## src/rtl/cic_interp.sv

```systemverilog
// ---------------------------------------------------------------------------
// cic_interp
// Four-stage CIC interpolator. Low-rate samples enter through a single-entry
// buffer and pass through four comb stages. They are zero-stuffed by
// INTERPOLATION_RATIO and then integrated by four high-rate integrators.
// All arithmetic wraps modulo 2^REGISTER_WIDTH. The output is the last
// integrator, arithmetically shifted right by OUT_SHIFT and truncated.
//
// Ports
//   clk            : single clock
//   arst_n         : synchronous active-low reset
//   en             : high-rate clock enable; one output sample per en-high cycle
//   data_in        : signed low-rate input sample
//   data_in_valid  : data_in holds a valid sample
//   data_in_ready  : block accepts data_in this cycle
//   data_out       : signed high-rate output sample
//   data_out_valid : data_out updated this cycle
//   data_clk       : one-cycle pulse per input-sample consume event
//   underflow      : sticky; a consume event found the buffer empty
// ---------------------------------------------------------------------------
module cic_interp #(
  parameter int DATA_WIDTH_I        = 16,
  parameter int DATA_WIDTH_O        = 12,
  parameter int REGISTER_WIDTH      = 64,
  parameter int INTERPOLATION_RATIO = 8,
  parameter int OUT_SHIFT           = 13
) (
  input  logic                           clk,
  input  logic                           arst_n,
  input  logic                           en,
  input  logic signed [DATA_WIDTH_I-1:0] data_in,
  input  logic                           data_in_valid,
  output logic                           data_in_ready,
  output logic signed [DATA_WIDTH_O-1:0] data_out,
  output logic                           data_out_valid,
  output logic                           data_clk,
  output logic                           underflow
);

  localparam int PH_W = $clog2(INTERPOLATION_RATIO);
  localparam logic [PH_W-1:0] PH_LAST = PH_W'(INTERPOLATION_RATIO - 1);

  logic [PH_W-1:0]                   phase_q, phase_d;
  logic                              buf_vld_q;
  logic signed [DATA_WIDTH_I-1:0]    buf_q;
  logic signed [REGISTER_WIDTH-1:0]  cd1_q, cd2_q, cd3_q, cd4_q;
  logic signed [REGISTER_WIDTH-1:0]  zs_q;
  logic signed [REGISTER_WIDTH-1:0]  i1_q, i2_q, i3_q, i4_q;
  logic                              dov_q, dclk_q, unf_q;

  logic                              consume, xfer;
  logic signed [REGISTER_WIDTH-1:0]  x, c1, c2, c3, c4;

  always_comb begin
    consume       = en && (phase_q == '0);
    // A consume frees the slot in the same cycle, so a new sample may land.
    data_in_ready = !buf_vld_q || consume;
    xfer          = data_in_valid && data_in_ready;
    phase_d       = (phase_q == PH_LAST) ? '0 : phase_q + 1'b1;
    // An empty buffer at consume time feeds zero into the combs.
    x  = buf_vld_q ? {{(REGISTER_WIDTH-DATA_WIDTH_I){buf_q[DATA_WIDTH_I-1]}}, buf_q}
                   : '0;
    c1 = x  - cd1_q;
    c2 = c1 - cd2_q;
    c3 = c2 - cd3_q;
    c4 = c3 - cd4_q;
  end

  always_ff @(posedge clk) begin
    if (!arst_n) begin
      phase_q   <= '0;
      buf_vld_q <= 1'b0;
      buf_q     <= '0;
      cd1_q     <= '0;
      cd2_q     <= '0;
      cd3_q     <= '0;
      cd4_q     <= '0;
      zs_q      <= '0;
      i1_q      <= '0;
      i2_q      <= '0;
      i3_q      <= '0;
      i4_q      <= '0;
      dov_q     <= 1'b0;
      dclk_q    <= 1'b0;
      unf_q     <= 1'b0;
    end else begin
      // Input buffer: a refill in the same cycle as a consume keeps it full.
      if (xfer) begin
        buf_q     <= data_in;
        buf_vld_q <= 1'b1;
      end else if (consume) begin
        buf_vld_q <= 1'b0;
      end

      // Low-rate comb delays advance only on consume events.
      if (consume) begin
        cd1_q <= x;
        cd2_q <= c1;
        cd3_q <= c2;
        cd4_q <= c3;
        if (!buf_vld_q) unf_q <= 1'b1;
      end

      // High-rate section: zero-stuffing and integrators, frozen while en is low.
      if (en) begin
        phase_q <= phase_d;
        zs_q    <= consume ? c4 : '0;
        i1_q    <= i1_q + zs_q;
        i2_q    <= i2_q + i1_q;
        i3_q    <= i3_q + i2_q;
        i4_q    <= i4_q + i3_q;
      end

      dov_q  <= en;
      dclk_q <= consume;
    end
  end

  assign data_out       = DATA_WIDTH_O'(i4_q >>> OUT_SHIFT);
  assign data_out_valid = dov_q;
  assign data_clk       = dclk_q;
  assign underflow      = unf_q;

endmodule

```

## config.mk

```make
export PLATFORM = sky130hd
export DESIGN_NAME = cic_interp
export DESIGN_NICKNAME = d
export VERILOG_FILES = /design/src/rtl/cic_interp.sv
export SDC_FILE = /design/constraint.sdc
export NUM_CORES = 1
export LEC_CHECK = 0
export BUFFER_PORTS_ARGS = -buffer_cell sky130_fd_sc_hd__buf_4
export CAP_MARGIN = 20
export CELL_PAD_IN_SITES_DETAIL_PLACEMENT = 0
export CELL_PAD_IN_SITES_GLOBAL_PLACEMENT = 2
export CORE_MARGIN = 3
export CORE_UTILIZATION = 39
export DETAILED_ROUTE_END_ITERATION = 8
export PLACE_DENSITY = 0.84
export SETUP_SLACK_MARGIN = 0.1
export SLEW_MARGIN = 20
export SYNTH_ARGS = -nofsm -noshare
export SYNTH_HDL_FRONTEND = slang
export SYNTH_SLANG_ARGS = --single-unit
```

## constraint.sdc

```tcl
create_clock -name clk -period 9.9 [get_ports clk]
set_input_delay 2.475 -clock clk [delete_from_list [all_inputs] [get_ports clk]]
set_output_delay 2.475 -clock clk [all_outputs]
set_load 0.03 [all_outputs]
```

Yosys cells after proc, flatten, opt, wreduce, memory -nomap -nowiden
Index checks and enable logic that the tools add are counted.

Bits in registers: 599. Word-level logic and storage cells: 38.

Add/sub/neg operators: 9. Eq/ne operators: 1. Muxes and demuxes: 5. Bitwise logic cells: 1. Reduce and logical (&&, ||, !) cells: 7.

Operators by type and width (number): 64-bit adder (4); 64-bit subtractor (4); 64-bit two-way mux (2); 3-bit by 1-bit adder with 3-bit output (second input constant) (1); 3-bit equality test (second input constant) (1); 3-bit zero test (1); 3-bit two-way mux (1); 1-bit logical AND (2); 1-bit two-way mux (2); 2-bit AND reduction (1); 2-bit nonzero test (1); 1-bit zero test (1); 1-bit logical OR (1); 1-bit NOT (1).

Longest topological paths before layout
Word-level depth: 6. Depth in mapped cells: 41.

Least setup slack after synthesis
Ideal clock, no wire load.

Kind: register -> register. From: register buf_vld_q. To: register zs_q[24]. Library setup time: 117 ps. Data arrival time: 7490 ps. Data required time: 9783 ps. Path slack: 2294 ps. Cell stages (with the launch flop): 41. Clock period less this slack: 7606 ps. Cell sequence: dfxtp_1 -> clkbuf_1 -> clkbuf_1 -> nand2_1 -> inv_1 -> ha_1 -> nor2b_1 -> o21ai_0 -> a21boi_0 -> o21ai_0 -> a21boi_0 -> o21ai_0 -> a21oi_1 -> o21ai_0 -> nor2b_1 -> xnor2_1 -> ha_1 -> and3_1 -> [5 not listed] -> ha_1 -> a21o_1 -> a211o_1 -> o21ai_0 -> a21bo_2 -> a21o_1 -> a21oi_1 -> xnor2_1 -> ha_1 -> a21o_1 -> a21oi_1 -> o21ai_0 -> a41o_1 -> nand3_1 -> a21boi_0 -> o41ai_1 -> xnor3_1 -> a22o_1.

Longest elaborated chain between the ends: 6.

Ends and longest elaborated chain: start, declared (line 44) `logic buf_vld_q;`; start signal, assigned (line 72) `buf_vld_q <= 1'b0;`; start signal, assigned (line 90) `buf_vld_q <= 1'b1;`; start signal, assigned (line 92) `buf_vld_q <= 1'b0;`; 64-bit two-way mux (line 61) `x = buf_vld_q ? {{(REGISTER_WIDTH-DATA_WIDTH_I){buf_q[DATA_WIDTH_I-1]}}, buf_q}`; via x[1] (line 52) `logic signed [REGISTER_WIDTH-1:0] x, c1, c2, c3, c4;`; 64-bit subtractor (line 63) `c1 = x - cd1_q;`; via c1[9] (line 52); 64-bit subtractor (line 64) `c2 = c1 - cd2_q;`; via c2[13] (line 52); 64-bit subtractor (line 65) `c3 = c2 - cd3_q;`; via c3[17] (line 52); 64-bit subtractor (line 66) `c4 = c3 - cd4_q;`; 64-bit two-way mux (line 107) `zs_q <= consume ? c4 : '0;`; end signal, assigned (line 107); end, declared (line 47) `logic signed [REGISTER_WIDTH-1:0] zs_q;`.

The timed path passes the listed nets, and every way through them passes these cells. A chain may end at the register's enable or synchronous reset.

Worst setup path in the final report
Ends and elaborated chain as after synthesis.

==> qor.csv <==
stage,metric,value,unit
sta,Final period util,86.4,%
global_route,"Remaining Overflow, GRT",0,
sta,relative slew slack,38.6,%
clocking,PostCTS Resize Cnt,0,
clocking,Worst-path clk slew,0.06,ns
clocking,H-tree depth,1,
sta,Clock Skew,0.0206,ns
routing,via count,14300,
setup_path,worst path bufs/invs,1,
power,Final Power,6.60,mW
clocking,clock latency on the worst-skew pair,0.58,ns
place,input/output buffers,35,
routing,1st-iter DRT viols,561,
routing,vias per cell,5.15,
die,Die X,215,um
yosys,Post-Syn Area,17100,um^2
setup_path,R2R depth,38,
yosys,Unique masters post-synth,72,
setup_path,Reg2Reg Setup Slack,1.34,ns
setup_path,Worst EP arrival,9.02,ns
setup_path,Worst setup EP type,register,
routing,DRT Pass-1 Iters,4,
layout,Layout area overhead,9.92,%
routing,Residual DRC,0,
die,Starting Density,39.6,%
yosys,cell type with the largest total area after synthesis,dfxtp_1,
clocking,CTS root buf,clkbuf_16,
yosys,"EDFF count, synth",0,
yosys,Mapped Cells,2170,
global_route,first-pass GRT wire length,66.9,mm
yosys,post-synthesis sequential area ratio,28.0,%
min_path,hold endpoint,buf_q[10],
yosys,Synth Net Count,2385,
global_route,GRT Total Usage,16.6,%
power,Pleak,8.26,nW
sta,Final setup viols,0,
layout,nets@finish,2375,
setup_path,worst r2r dst,zs_q[24],
sta,pin slew with the least headroom to its limit,0.919,ns
sta,Hold Slack,0.450,ns
routing,DRT antenna net count,0,
global_route,number of global-route vias before repair,14100,
place,post-DP HPWL,27.8,mm
clocking,postcts setup bufs,0,
yosys,Yosys warnings,0,
clocking,TritonCTS clock tree,built,
die,I/O pin cnt,36,
sta,crit path time final,8.56,ns
routing,WL final,38.7,mm
setup_path,Reg2Reg Launch Point,buf_vld_q,
setup_path,Crit path largest cell delay,0.62,ns
job,max cap viols,0,
min_path,hold_sp,buf_q[10],
die,Die Ht,215,um
yosys,ys flop type,dfxtp_1,
clocking,Post-CTS Hold Buffers,0,
global_route,largest net degree at the start of global routing,80,
layout,most frequent cells in the layout,"nand2_1 (262), dfxtp_1 (239), a21oi_1 (221), ha_1 (187), nor2_1 (178)",
setup_path,CP top delay family,compound AO/OA/AOI/OAI gates,
die,die area,46400,um^2
setup_path,crit path kind,reg2reg,
power,maximum vdd drop,0.264,mV
setup_path,CP most frequent cell,o21ai_0,
die,Placeable Area,43200,um^2
min_path,worst min-delay path class,reg2reg,
clocking,CTS Buffer Depth,3,
yosys,area fraction of the dominant cell type after synthesis,28.0,%
clocking,total CTS buffers,31,
status,status,"finished, final reports clean",
setup_path,CP max-delay cell,dfxtp_1,
layout,post-layout util,43.5,%
place,Post-Place Worst Slack,1.35,ns
min_path,Worst Hold Depth,2,
sta,TNS Setup,0,ns
yosys,"top cells by area, synth","dfxtp_1 (28%), ha_1 (14%), a21oi_1 (6.5%)",
sta,PnR worst setup slack,1.34,ns
layout,layout cells sized above 1,5.18,%
yosys,Synth Register Bits,239,
routing,wire length per cell,14.0,um
die,Rows,76,
sta,fin. max-slew vios,0,
yosys,Syn Area/Cell,7.88,um^2
global_route,initial antenna violation count,0,
setup_path,Worst setup SP type,register,
clocking,clk sinks,239,
setup_path,Worst Path Max Fanout,20,
sta,RSZ-0062 raised after global routing,false,
place,Placer Congestion,0.886,
sta,final hold violation count,0,
yosys,"Async S/R FF share, synth",0,%
setup_path,Worst EP required,10.37,ns
sta,upper clock frequency limit,117,MHz
layout,n_diodes,0,
power,pwr/cell area,351,nW/um^2
layout,"commonest non-fill, non-tap cell in the layout",nand2_1,
-- kinds of logic (layout without fill, tap and decap cells) --
| group | Yosys count | after routing | synth area share (%) |
|---|---|---|---|
| adder cells (fa/ha/maj) | 195 | 195 | 14.6 |
| XOR/XNOR | 139 | 139 | 7.29 |
| buffers and inverters | 238 | 249 | 5.49 |
| flip-flops | 239 | 239 | 28.0 |
| AND/OR/NAND/NOR | 672 | 672 | 18.1 |
| AO/OA/AOI/OAI | 644 | 644 | 24.0 |
| multiplexers | 43 | 43 | 2.52 |
-- metal layers --
layer  routed length [um]  GRT usage, %  up-vias  share of wire [%]
met5                    0             0        -                  0
met4                 1040          4.45        0                2.7
met3                  780          1.90       64                2.0
met2                19300          31.5      126                 50
met1                17600          19.8     6432                 45
li1                     -             -     7634                  -
-- flip-flops by register name (all words and copies together) (netlist names) --
register        count
buf_vld_q           1
i1_q               25
phase_q             3
cd3_q              25
data_out_valid      1
i2_q               25
i3_q               25
cd2_q              25
cd4_q              25
data_clk            1
underflow           1
cd1_q              16
i4_q               25
zs_q               25
buf_q              16
-- synth_stat cells (9+ instances only) --
cell type,n
clkbuf_1,68
xnor2_1,86
mux2i_1,43
nand3_1,27
and3_1,18
a211oi_1,34
nor2_1,179
nand2_1,262
a21boi_0,10
ha_1,187
inv_1,148
and2_1,21
a21o_1,85
or3_1,13
nand2b_1,20
nor3_1,35
buf_1,9
o21bai_1,23
buf_4,12
dfxtp_1,239
xor2_1,51
o21ai_0,122
a21oi_1,221
nand4_1,13
o21a_1,27
a31oi_1,28
nor2b_1,36
-- layout make-up --
cell class / instances / area, um^2
timing repair buffer: 46 / 345
clock buffer: 48 / 920
multi-input combinational: 1693 / 11400
fill: 4436 / 24400
tap: 585 / 732
inverter: 149 / 564
clock inverter: 6 / 58.8
sequential: 239 / 4780
-- stage by stage --
stage | cells | area [um^2]
after floorplan | 2170 | 17100
after global placement | 2712 | 17800
after detailed placement | 2712 | 17800
after CTS | 2766 | 18800
after global routing | 2766 | 18800
final | 2766 | 18800
-- worst register-to-register path: cells and delay by family (launching register included) --
family | cells | cell delay, ns
AO/OA/AOI/OAI | 22 | 4.72
XOR/XNOR | 4 | 0.74
adder cells (fa/ha/maj) | 4 | 1.27
buffers and inverters | 1 | 0.11
flip-flops | 1 | 0.62
AND/OR/NAND/NOR | 7 | 1.00
-- worst max path at each step --
stage                          end  startpoint  cells past startpoint  slack [ns]
after floorplan           zs_q[24]   buf_vld_q                     40        2.29
after global placement    zs_q[24]   buf_vld_q                     38        1.60
after detailed placement  zs_q[24]   buf_vld_q                     38        1.35
after CTS                 zs_q[24]   buf_vld_q                     38        1.34
after global routing      zs_q[24]   buf_vld_q                     38        0.44
final                     zs_q[24]   buf_vld_q                     38        1.34
-- power by group --
part	switching, mW	total (mW)	internal, mW
registers	0.0843	1.20	1.11
clock network	0.429	1.08	0.655
logic	2.38	4.31	1.93
No activity file was read; power rests on OpenSTA's default activity.
